===== config.mk =====
export PLATFORM = sky130hd
export DESIGN_NAME = vita49_tsgen
export DESIGN_NICKNAME = d
export VERILOG_FILES = /design/src/rtl/vita49_tsgen.sv
export SDC_FILE = /design/constraint.sdc
export NUM_CORES = 1
export LEC_CHECK = 0
export ABC_AREA = 1
export CAP_MARGIN = 20
export CORE_ASPECT_RATIO = 0.5
export CORE_MARGIN = 1
export CORE_UTILIZATION = 45
export CTS_CLUSTER_SIZE = 30
export DETAILED_ROUTE_END_ITERATION = 7
export DONT_BUFFER_PORTS = 1
export GPL_TIMING_DRIVEN = 0
export SLEW_MARGIN = 10
export SYNTH_ARGS = -nofsm -noshare
export SYNTH_HDL_FRONTEND = slang
export SYNTH_SLANG_ARGS = --single-unit
export TNS_END_PERCENT = 30

===== constraint.sdc =====
create_clock -name ACLK -period 2.3 [get_ports ACLK]
set_clock_uncertainty 0.2 [all_clocks]
set_input_delay 0.345 -clock ACLK [delete_from_list [all_inputs] [get_ports ACLK]]
set_output_delay 0.345 -clock ACLK [all_outputs]
set_load 0.03 [all_outputs]

===== src/rtl/vita49_tsgen.sv =====
// vita49_tsgen: VITA-49 timestamp generator.
// NUM_CH independent TSI/TSF counter pairs share one synchronised PPS
// reference. The block supports an armed TSI load on the next PPS, a
// per-channel TSF mode, a per-channel samples-per-second measurement and
// sticky PPS loss detection.
module vita49_tsgen #(
    parameter int NUM_CH      = 2,
    parameter int TSI_W       = 32,
    parameter int TSF_W       = 64,
    parameter int CNT_W       = 32,
    parameter int SYNC_STAGES = 2,
    parameter int PPS_TIMEOUT = 100000000
) (
    input  logic                    ACLK,
    input  logic                    ARESETN,
    input  logic                    pps_in,
    input  logic [NUM_CH-1:0]       samp_en,
    input  logic [NUM_CH-1:0]       enable,
    input  logic [NUM_CH-1:0]       tsf_mode,
    input  logic [TSI_W-1:0]        tsi_prog,
    input  logic                    tsi_load,
    output logic                    tsi_armed,
    input  logic                    clear_lost,
    output logic [NUM_CH*TSI_W-1:0] tsi,
    output logic [NUM_CH*TSF_W-1:0] tsf,
    output logic [NUM_CH*CNT_W-1:0] tsf_last_sec,
    output logic                    pps_tick,
    output logic                    pps_lost
);

    localparam int                LOST_W   = $clog2(PPS_TIMEOUT + 1);
    localparam logic [LOST_W-1:0] LOST_MAX = LOST_W'(PPS_TIMEOUT);
    localparam logic [LOST_W-1:0] LOST_SET = LOST_W'(PPS_TIMEOUT - 1);
    localparam logic [CNT_W-1:0]  SEC_MAX  = '1;

    logic [SYNC_STAGES-1:0] sync_q;
    logic                   sync_d_q;
    logic                   pps_edge;
    logic                   pps_tick_q;

    logic [TSI_W-1:0] tsi_q  [NUM_CH];
    logic [TSI_W-1:0] tsi_d  [NUM_CH];
    logic [TSF_W-1:0] tsf_q  [NUM_CH];
    logic [TSF_W-1:0] tsf_d  [NUM_CH];
    logic [CNT_W-1:0] sec_q  [NUM_CH];
    logic [CNT_W-1:0] sec_d  [NUM_CH];
    logic [CNT_W-1:0] last_q [NUM_CH];
    logic [CNT_W-1:0] last_d [NUM_CH];
    logic [NUM_CH-1:0] samp_ok;

    logic [TSI_W-1:0]  shadow_q, shadow_d;
    logic              armed_q, armed_d;
    logic [LOST_W-1:0] lost_cnt_q, lost_cnt_d;
    logic              pps_lost_q, pps_lost_d;

    // Synchronise pps_in; reset to 1 so a level already high at release is not an edge.
    always_ff @(posedge ACLK or negedge ARESETN) begin
        if (!ARESETN) begin
            sync_q     <= '1;
            sync_d_q   <= 1'b1;
            pps_tick_q <= 1'b0;
        end else begin
            // NOTE: every flop uses <= so all registers sample pre-edge values together.
            sync_q     <= {sync_q[SYNC_STAGES-2:0], pps_in};
            sync_d_q   <= sync_q[SYNC_STAGES-1];
            pps_tick_q <= pps_edge;
        end
    end

    assign pps_edge = sync_q[SYNC_STAGES-1] & ~sync_d_q;
    assign samp_ok  = samp_en & enable;

    // Per-channel next-state for TSI, TSF and the samples-per-second measurement.
    always_comb begin
        for (int c = 0; c < NUM_CH; c++) begin
            // NOTE: defaults first so no path leaves a variable unassigned (no latch).
            tsi_d[c]  = tsi_q[c];
            tsf_d[c]  = tsf_q[c];
            sec_d[c]  = sec_q[c];
            last_d[c] = last_q[c];
            if (pps_edge) begin
                // A sample coincident with the edge belongs to the new second.
                last_d[c] = sec_q[c];
                sec_d[c]  = CNT_W'(samp_ok[c]);
                if (armed_q) begin
                    tsi_d[c] = shadow_q;
                    tsf_d[c] = TSF_W'(samp_en[c]);
                end else if (enable[c]) begin
                    tsi_d[c] = tsi_q[c] + TSI_W'(1);
                    tsf_d[c] = tsf_mode[c] ? TSF_W'(samp_en[c])
                                           : tsf_q[c] + TSF_W'(samp_en[c]);
                end
            end else begin
                tsf_d[c] = tsf_q[c] + TSF_W'(samp_ok[c]);
                if (samp_ok[c] && (sec_q[c] != SEC_MAX)) begin
                    sec_d[c] = sec_q[c] + CNT_W'(1);
                end
            end
        end
    end

    // Channel counter registers.
    always_ff @(posedge ACLK or negedge ARESETN) begin
        if (!ARESETN) begin
            for (int c = 0; c < NUM_CH; c++) begin
                tsi_q[c]  <= '0;
                tsf_q[c]  <= '0;
                sec_q[c]  <= '0;
                last_q[c] <= '0;
            end
        end else begin
            for (int c = 0; c < NUM_CH; c++) begin
                tsi_q[c]  <= tsi_d[c];
                tsf_q[c]  <= tsf_d[c];
                sec_q[c]  <= sec_d[c];
                last_q[c] <= last_d[c];
            end
        end
    end

    // Arming: a load coincident with an edge misses that edge and waits for the next one.
    always_comb begin
        shadow_d = shadow_q;
        armed_d  = armed_q;
        if (tsi_load) begin
            shadow_d = tsi_prog;
            armed_d  = 1'b1;
        end else if (pps_edge) begin
            armed_d  = 1'b0;
        end
    end

    // Loss detection: saturating clock count since the last edge; set is a single event.
    always_comb begin
        lost_cnt_d = lost_cnt_q;
        pps_lost_d = pps_lost_q;
        if (pps_edge) begin
            lost_cnt_d = '0;
        end else if (lost_cnt_q != LOST_MAX) begin
            lost_cnt_d = lost_cnt_q + LOST_W'(1);
        end
        if (clear_lost) begin
            pps_lost_d = 1'b0;
        end
        if (!pps_edge && (lost_cnt_q == LOST_SET)) begin
            pps_lost_d = 1'b1;
        end
    end

    // Shadow, armed flag and loss state registers.
    always_ff @(posedge ACLK or negedge ARESETN) begin
        if (!ARESETN) begin
            shadow_q   <= '0;
            armed_q    <= 1'b0;
            lost_cnt_q <= '0;
            pps_lost_q <= 1'b0;
        end else begin
            shadow_q   <= shadow_d;
            armed_q    <= armed_d;
            lost_cnt_q <= lost_cnt_d;
            pps_lost_q <= pps_lost_d;
        end
    end

    for (genvar c = 0; c < NUM_CH; c++) begin : g_out
        assign tsi[c*TSI_W +: TSI_W]          = tsi_q[c];
        assign tsf[c*TSF_W +: TSF_W]          = tsf_q[c];
        assign tsf_last_sec[c*CNT_W +: CNT_W] = last_q[c];
    end

    assign tsi_armed = armed_q;
    assign pps_tick  = pps_tick_q;
    assign pps_lost  = pps_lost_q;

endmodule

-- Word level (Yosys, flattened, before mapping)
Index checks and enable logic that the tools add are counted.
- flip-flop bits (word level): 385
- logic and storage cells: 68
- add/subtract/negate cells: 9
- reductions and logical operators: 13
- multiplexer cells: 22
- bitwise operators: 3
- equality and inequality tests: 6
- operator list (cell ; number):
    $mux 64 ; 8
    $add 64x1->64 ; 4
    $mux 32 ; 8
    $add 32x1->32 const B ; 4
    $ne 32x32->1 const B ; 2
    $mux 27 ; 2
    $add 27x1->27 const B ; 1
    $eq 27x27->1 const B ; 1
    $ne 27x27->1 const B ; 1
    $reduce_bool 2->1 ; 7
    $ne 3x2->1 const B ; 2
    $mux 1 ; 4
    $reduce_and 2->1 ; 2
    $logic_and 1x1->1 ; 3
    $and 2x2->2 ; 1
    $and 1x1->1 ; 1
    $logic_not 1->1 ; 1
    $not 1->1 ; 1

-- Depth between registers and ports, before layout
Gate-level depths: netlist (run 1).
- depth after elaboration: 5
- gate-level depth with buffers: 15
- gate-level depth less buffers: 15

-- Worst setup path after synthesis (run 1)
No wires, ideal clock.
- path type: reg-to-reg
- start: reg tsf_q, in the netlist tsf[64]
- end: reg tsf_q, in the netlist tsf[118]
- required time: 1976 ps
- setup slack: 20 ps
- stages on the path, launching flop included: 12
- period minus slack after synthesis: 2280 ps
- arrival: 1956 ps
- path through: dfrtp_1 > ha_1 > ha_1 > inv_1 > nor2_1 > nand2_1 > nor2_1 > nand2_1 > o21ai_0 > nand2_1 > a22oi_1 > nand2_1
- word-level cells in the longest chain between the ends: 5
- RTL lines (what ; RTL line ; RTL):
    start, declared ; 43 ; logic [TSF_W-1:0] tsf_q [NUM_CH];
    start signal, assigned by index ; 114 ; tsf_q[c] <= tsf_d[c];
    $add 64x1->64 ; 91 ; : tsf_q[c] + TSF_W'(samp_en[c]);
    $mux 64 ; 90 ; tsf_d[c] = tsf_mode[c] ? TSF_W'(samp_en[c])
    $mux 64 ; 88 ; end else if (enable[c]) begin
    $mux 64 ; 85 ; if (armed_q) begin
    $mux 64 * ; 81 ; if (pps_edge) begin
Every way passes the cells marked *; elsewhere a longest branch is shown, timed or not. The select of a mux whose other input is x is not followed.
A chain may end at the register's enable or synchronous reset.

-- Final worst setup path (run 1)
- start: reg armed_q, in the netlist tsi_armed
- end: reg tsi_q, in the netlist tsi[17]
- word-level cells in the longest chain between the ends: 2
- RTL lines (what ; RTL line ; RTL):
    start, declared ; 52 ; logic armed_q, armed_d;
    start signal, assigned ; 159 ; armed_q <= armed_d;
    $reduce_bool 2->1 (no line) ; -- ;
    $reduce_and 2->1 (no line) ; -- ;
    end signal, assigned by index ; 113 ; tsi_q[c] <= tsi_d[c];
    end, declared ; 41 ; logic [TSI_W-1:0] tsi_q [NUM_CH];
Parallel ways exist; a longest one is shown, timed or not.

==> key figures, run 1 <==
Synthesis
  – Synth Flop Type: dfrtp_1
  – Mapped Nets: 3877
  – Post-synth EDFFs: 0
  – Mean post-synth cell area: 6.57 µm²
  – Sequential element share of the synthesized area: 0.384
  – Post-Syn Area: about 25000 µm²
  – Seq cells post-synth: 385
  – Netlist cell types: a little under 60
  – Post-Synthesis Cells: 3820
  – Yosys warns: 0
  – FFs w/ async S/R, synth: 1.00

Drt
  – ANT nets after route: 0
  – Initial DRC Count: ~2900
  – DRC: 0
  – DR vias: 27606
  – Routed WL: 105000 µm
  – Vias per cell: approximately 5.8
  – 1st-pass router iterations: 6
  – Drt wl/cell: about 22 µm

Die
  – Die height: 169 µm
  – Core Box Area: 54400 µm²
  – Placement Rows: 60
  – Width of the die: about 340 µm
  – Initial Util: 0.461
  – Top Ports: approximately 300
  – Die footprint: ~57000 µm²

Timing
  – Setup TNS: -711 ps
  – RSZ-0062 raised after global routing: true
  – Pins Over Slew Limit: 0
  – Final Hold Slack: -740 ps
  – F_max: 419 MHz
  – Slew @ Worst Pin: approximately 1100 ps
  – Final Critical Period: 2390 ps
  – Fin. Hold Viols: between 300 and 400
  – Final worst-path cycle share: 1.04
  – Final setup margin: -85.2 ps
  – Slew headroom: 0.248
  – Final setup viols: 19

Global routing
  – GRT Total Usage: 0.359
  – Global-route wire length before repair: around 150000 µm
  – Largest net degree at the start of global routing: around 390
  – Gr ovfl total: 0
  – Vias in the first global route: 25709
  – Initial antenna violation count: 4

Worst setup path
  – Worst R2R Start: tsi_armed
  – Worst reg2reg path depth: 6
  – CP Max Fanout: 10
  – Worst reg2reg setup slack: -90 ps
  – Worst Path Arrival: 2650 ps
  – CP startpoint kind: flop
  – Endpoint type of the worst setup path: flop
  – Critical setup path kind: flop to flop
  – Worst r2r dst: tsi[17]
  – Crit. Startpoint: tsi_armed
  – Worst Path Required: roughly 2600 ps
  – Crit path to: tsi[17]

Pwr
  – VDD IR-drop max: between 0.0005 and 0.0006 V
  – Pwr/cell area: 583 nW/µm²
  – Pleak: about 0.013 µW
  – Total power draw: ~18000 µW

Final layout
  – Highest-count cells in the layout ignoring fill and taps: 1074 x nand2_1, 424 x nor2_1, 414 x inv_1, 254 x o21ai_0, 237 x dfrtp_1
  – Commonest non-fill, non-tap cell in the layout: nand2_1
  – Layout cells sized above 1: 0.194
  – Final core utilization: 0.571
  – Synthesis-to-layout area growth: 23.8%
  – Fillers: around 5300
  – Nets: around 4100

Clocking
  – Htree depth: 2
  – Hold buffers post-CTS: 46
  – Max Root-Sink Buffers: 3
  – Root buffer cell: clkbuf_16
  – CTS Buf Count: between 40 and 50
  – Clock Latency Late Sink: 590 ps
  – CTS tree: built
  – Clk sinks: just under 400
  – CTS clk-pin slew, worst paths: roughly 70 ps

Placement
  – Pre-CTS WS: -1110 ps
  – PortBufs: 0
  – Routability cong.: between 1 and 1.5
  – HPWL Detailed: approximately 77000 µm

Status
  – Status: finished, violations left
  – Failing checks: negative hold slack, negative setup slack

Worst hold path
  – Worst Hold Class: primary input to async pin

Job
  – Max-cap violations: 0
## per-stage QoR
stage / cell area [µm²] / cells
2_1_floorplan: 25100 / 3820
3_3_place_gp: 26000 / 4564
3_5_place_dp: 26100 / 4565
4_1_cts: 29400 / 4735
5_1_grt: 31100 / 4798
6_report: 31100 / 4799
## final cells by class
cell class	instances	area [µm²]	share of cell area
repair buffers	157	1450	0.0465
flip-flops and latches	385	9860	0.317
plain buffers	94	606	0.0195
clock inverters	27	343	0.0110
inverters	444	1690	0.0544
multi-input cells	2897	15100	0.484
clock buffers	49	1160	0.0373
diodes	2	5.00	0.000161
well taps	744	931	0.0299
## cells by family after synthesis
family	after synthesis	share of synthesized area
simple gates	2275	0.386
compound gates	548	0.121
fa+ha+maj	14	0.00697
flops	385	0.384
mux	1	0.000448
buf+inv	538	0.0820
xor+xnor	59	0.0206
## worst min-delay path by stage
stage	startpoint	endpoint	slack, ps
final	ARESETN	tsf_last_sec[27]	-740
after global routing	ARESETN	sec_q[22]	-760
after CTS	ARESETN	tsf_last_sec[57]	-760
after detailed placement	ARESETN	tsf_last_sec[45]	-140
after global placement	ARESETN	tsf_last_sec[49]	-140
after floorplan	ARESETN	lost_cnt_q[0]	-150
## per-layer routing
metal	vias up	share of wire	global-route usage	wire, µm
met2	1307	0.44	0.553	45700
li1	12843	-	-	-
met4	4	0.034	0.117	3550
met3	234	0.10	0.102	10700
met5	-	0.00030	0	31
met1	13218	0.43	0.485	44800
## power breakdown
group	leakage, µW	internal, µW	switching, µW
clock network	0.000720	4340	3270
logic	0.00732	696	1260
registers	0.00491	7200	1360
## registers in the layout, indices dropped and copies added (netlist names), 2 cells and up
register / flops
shadow_q: 32
sync_q: 2
sec_q: 64
lost_cnt_q: 27
tsf: 128
tsi: 64
tsf_last_sec: 64
## synth_stat cells, types with 13 or more instances
library cell,count,area (µm²)
nand2_1,1147,4310
nor2_4,17,191
nor2_1,548,2060
o211ai_1,28,210
nand3b_1,14,105
nor2_2,30,188
nor3_1,107,536
xor2_1,46,403
o21ai_0,296,1480
inv_1,432,1620
nand3_1,259,1300
ha_1,14,175
a21oi_1,129,646
dfrtp_1,382,9560
a31oi_1,18,113
nand4_1,104,651
xnor2_1,13,114
clkbuf_1,57,214
buf_2,23,115
## critical path, cell delays in order, from the launching register on
cell      delay [ps]
dfrtp_2          510
buf_12           190
buf_4            140
inv_2            190
clkbuf_1         610
a21oi_1          160
o21ai_0          260
## repair_timing
item                                    4_1_cts  5_1_grt
cloned                                        0        1
hold endpoints to repair                    433      385
pin swaps                                    38       85
gates resized for setup                     388      378
buffers inserted                             48       61
endpoints found under the setup margin      347      293
No activity file was read; power rests on OpenSTA's default activity.
==> run 2, diff against run 1 <==
Settings changed: CORE_UTILIZATION 45 to 29.
==> key figures, run 2 (same netlist as run 1, synthesis figures left out) <==
Status
  – Status: finished, violations left
  – Failing checks: negative hold slack, negative setup slack

Pwr
  – Pleak: 0.0128 µW
  – Pwr/cell area: about 570 nW/µm²
  – NetSw: 5850 µW
  – Logic pwr share: 0.110
  – Reg power frac: 0.492
  – Switching Fraction: 0.332
  – Clk network pwr share: 0.399
  – VDD IR-drop max: 0.000423 V
  – Internal cell power: ~12000 µW

Worst setup path
  – Critical path cell sequence: nand2_1 -> nor2_2 -> nand2_1 -> nor2_2 -> nand3_1 -> or3_1 -> nand3_1
  – Critical setup path kind: flop to flop
  – Worst reg2reg setup slack: -70 ps
  – Endpoint type of the worst setup path: flop
  – Worst Path Arrival: between 2000 and 3000 ps
  – CP Max Fanout: 6
  – Worst reg2reg path depth: 7
  – Slowest stage cell, crit path: dfrtp_2
  – CP startpoint kind: flop
  – Worst R2R Start: tsf[24]
  – Worst r2r dst: tsf[46]
  – Worst path max stage delay: 570 ps
  – Worst Path Required: approximately 2700 ps

Clocking
  – CTS clk-pin slew, worst paths: roughly 70 ps
  – Htree depth: 2
  – CTS tree: built
  – Hold buffers post-CTS: 48
  – Clock Latency Late Sink: 610 ps
  – Root buffer cell: clkbuf_16
  – Clk sinks: 385
  – Max Root-Sink Buffers: 3
  – CTS Buf Count: 42

Placement
  – HPWL Detailed: 82200 µm
  – Routability cong.: 1.01
  – PortBufs: 0

Timing
  – Pins Over Slew Limit: 0
  – Final setup margin: -70.7 ps
  – Fin. Hold Viols: roughly 390
  – Setup TNS: -244 ps
  – Final worst-path cycle share: 1.03
  – Final setup viols: 8
  – Slew @ Worst Pin: 1070 ps
  – Slew headroom: 0.288
  – F_max: 422 MHz
  – Final Critical Period: 2370 ps
  – Final Hold Slack: -772 ps
  – RSZ-0062 raised after global routing: true

Global routing
  – Vias in the first global route: around 26000
  – Gr ovfl total: 0
  – Largest net degree at the start of global routing: slightly below 400
  – Global-route wire length before repair: roughly 160000 µm
  – GRT Total Usage: 0.243
  – Initial antenna violation count: 1

Final layout
  – Commonest non-fill, non-tap cell in the layout: nand2_1
  – Nets: just over 4000
  – Synthesis-to-layout area growth: 24.1%
  – Fillers: roughly 9000
  – Antenna cells: 0
  – Layout cells sized above 1: 0.185
  – Highest-count cells in the layout ignoring fill and taps: 1083 x nand2_1, 428 x nor2_1, 414 x inv_1, 274 x o21ai_0, 236 x nand3_1
  – Max reg flops: between 100 and 150

Die
  – Die footprint: ~90000 µm²
  – Initial Util: 0.296
  – Core Box Area: about 85000 µm²
  – Placement Rows: 75
  – Width of the die: ~420 µm
  – Top Ports: a little over 300
  – Die height: 210 µm

Job
  – Max-cap violations: 0

Drt
  – DR vias: around 28000
  – Vias per cell: roughly 5.3
  – ANT nets after route: 0
  – Routed WL: around 110000 µm
  – Initial DRC Count: about 2700
  – Drt wl/cell: between 20 and 25 µm
  – 1st-pass router iterations: 8
  – DRC: 0

Worst hold path
  – Worst Hold Class: primary input to async pin
[run 2: cell types whose count changed in the layout (fill, tap and decap cells not counted), moves of 9 or more]
cell      previous run  this run
dfrtp_1            237       218
o21ai_0            254       274
clkbuf_1            23        33
dfrtp_2            130       153
o21ai_1             45        28
nand2_1           1074      1083
nand3_2             29        17
nand3_1            226       236
buf_4              103        89
[run 2: critical path, delay by kind of cell, from the launching register on]
kind	cells	cell delay (ps)
DFF	1	570
and+or+nand+nor	7	1550
[run 2: power groups by stage]
| stage | clock, µW | sequential [µW] | combinational [µW] |
|---|---|---|---|
| 4_1_cts | 7150 | 8600 | 1810 |
| 5_1_grt | 7370 | 8690 | 2150 |
| 6_report | 7030 | 8670 | 1930 |
| 3_3_place_gp | 0 | 8670 | 1600 |
| 3_5_place_dp | 0 | 8670 | 1640 |
| 2_1_floorplan | 0 | 8270 | 1150 |
[run 2: final cells by class]
cell class / instances / area (µm²) / area share
Inverter: 444 / 1680 / 0.0540
Timing Repair Buffer: 139 / 1310 / 0.0420
Sequential cell: 385 / 9870 / 0.317
Clock inverter: 9 / 139 / 0.00446
Tap cell: 1155 / 1450 / 0.0464
Clock buffer: 64 / 1210 / 0.0389
Buffer: 93 / 601 / 0.0193
Multi-Input combinational cell: 2897 / 14900 / 0.478
[run 2: worst max-delay path by stage]
stage,startpoint,endpoint,slack (ps),cells after the start
final,tsf[24],tsf[46],-70,7
after global placement,sync_d_q,pps_lost,-990,7
after floorplan,tsf[64],tsf[118],20,11
after global routing,tsf[6],tsf[57],-130,11
after CTS,tsf[64],tsf[108],-80,11
after detailed placement,sync_d_q,pps_lost,-1060,7
[run 2: metrics by stage]
step / std cells / setup slack, ps / area [µm²] / utilization / power, µW
6_report: 5186 / -70.7 / 31200 / 0.368 / 17600
3_3_place_gp: 4975 / -987 / 26600 / 0.313 / 10300
3_5_place_dp: 4975 / -1060 / 26600 / 0.313 / 10300
2_1_floorplan: 3820 / 20.3 / 25100 / - / 9430
4_1_cts: 5131 / -82.8 / 29600 / 0.350 / 17600
5_1_grt: 5186 / -125 / 31200 / 0.368 / 18200
[run 2: layer usage]
layer	wire length, µm	vias to the layer above	track usage
met3	8770	262	0.0481
met2	49200	1164	0.384
met4	5030	0	0.0995
met1	46900	13417	0.325
met5	0	-	0
li1	-	12787	-
[run 2: timing repair]
item / in CTS / in global routing
pin swaps: 25 / 71
setup buffers: 34 / 56
endpoints found under the hold margin: 430 / 385
endpoints found under the setup margin: 348 / 251
resized for setup: 377 / 351
gates cloned: 1 / 0
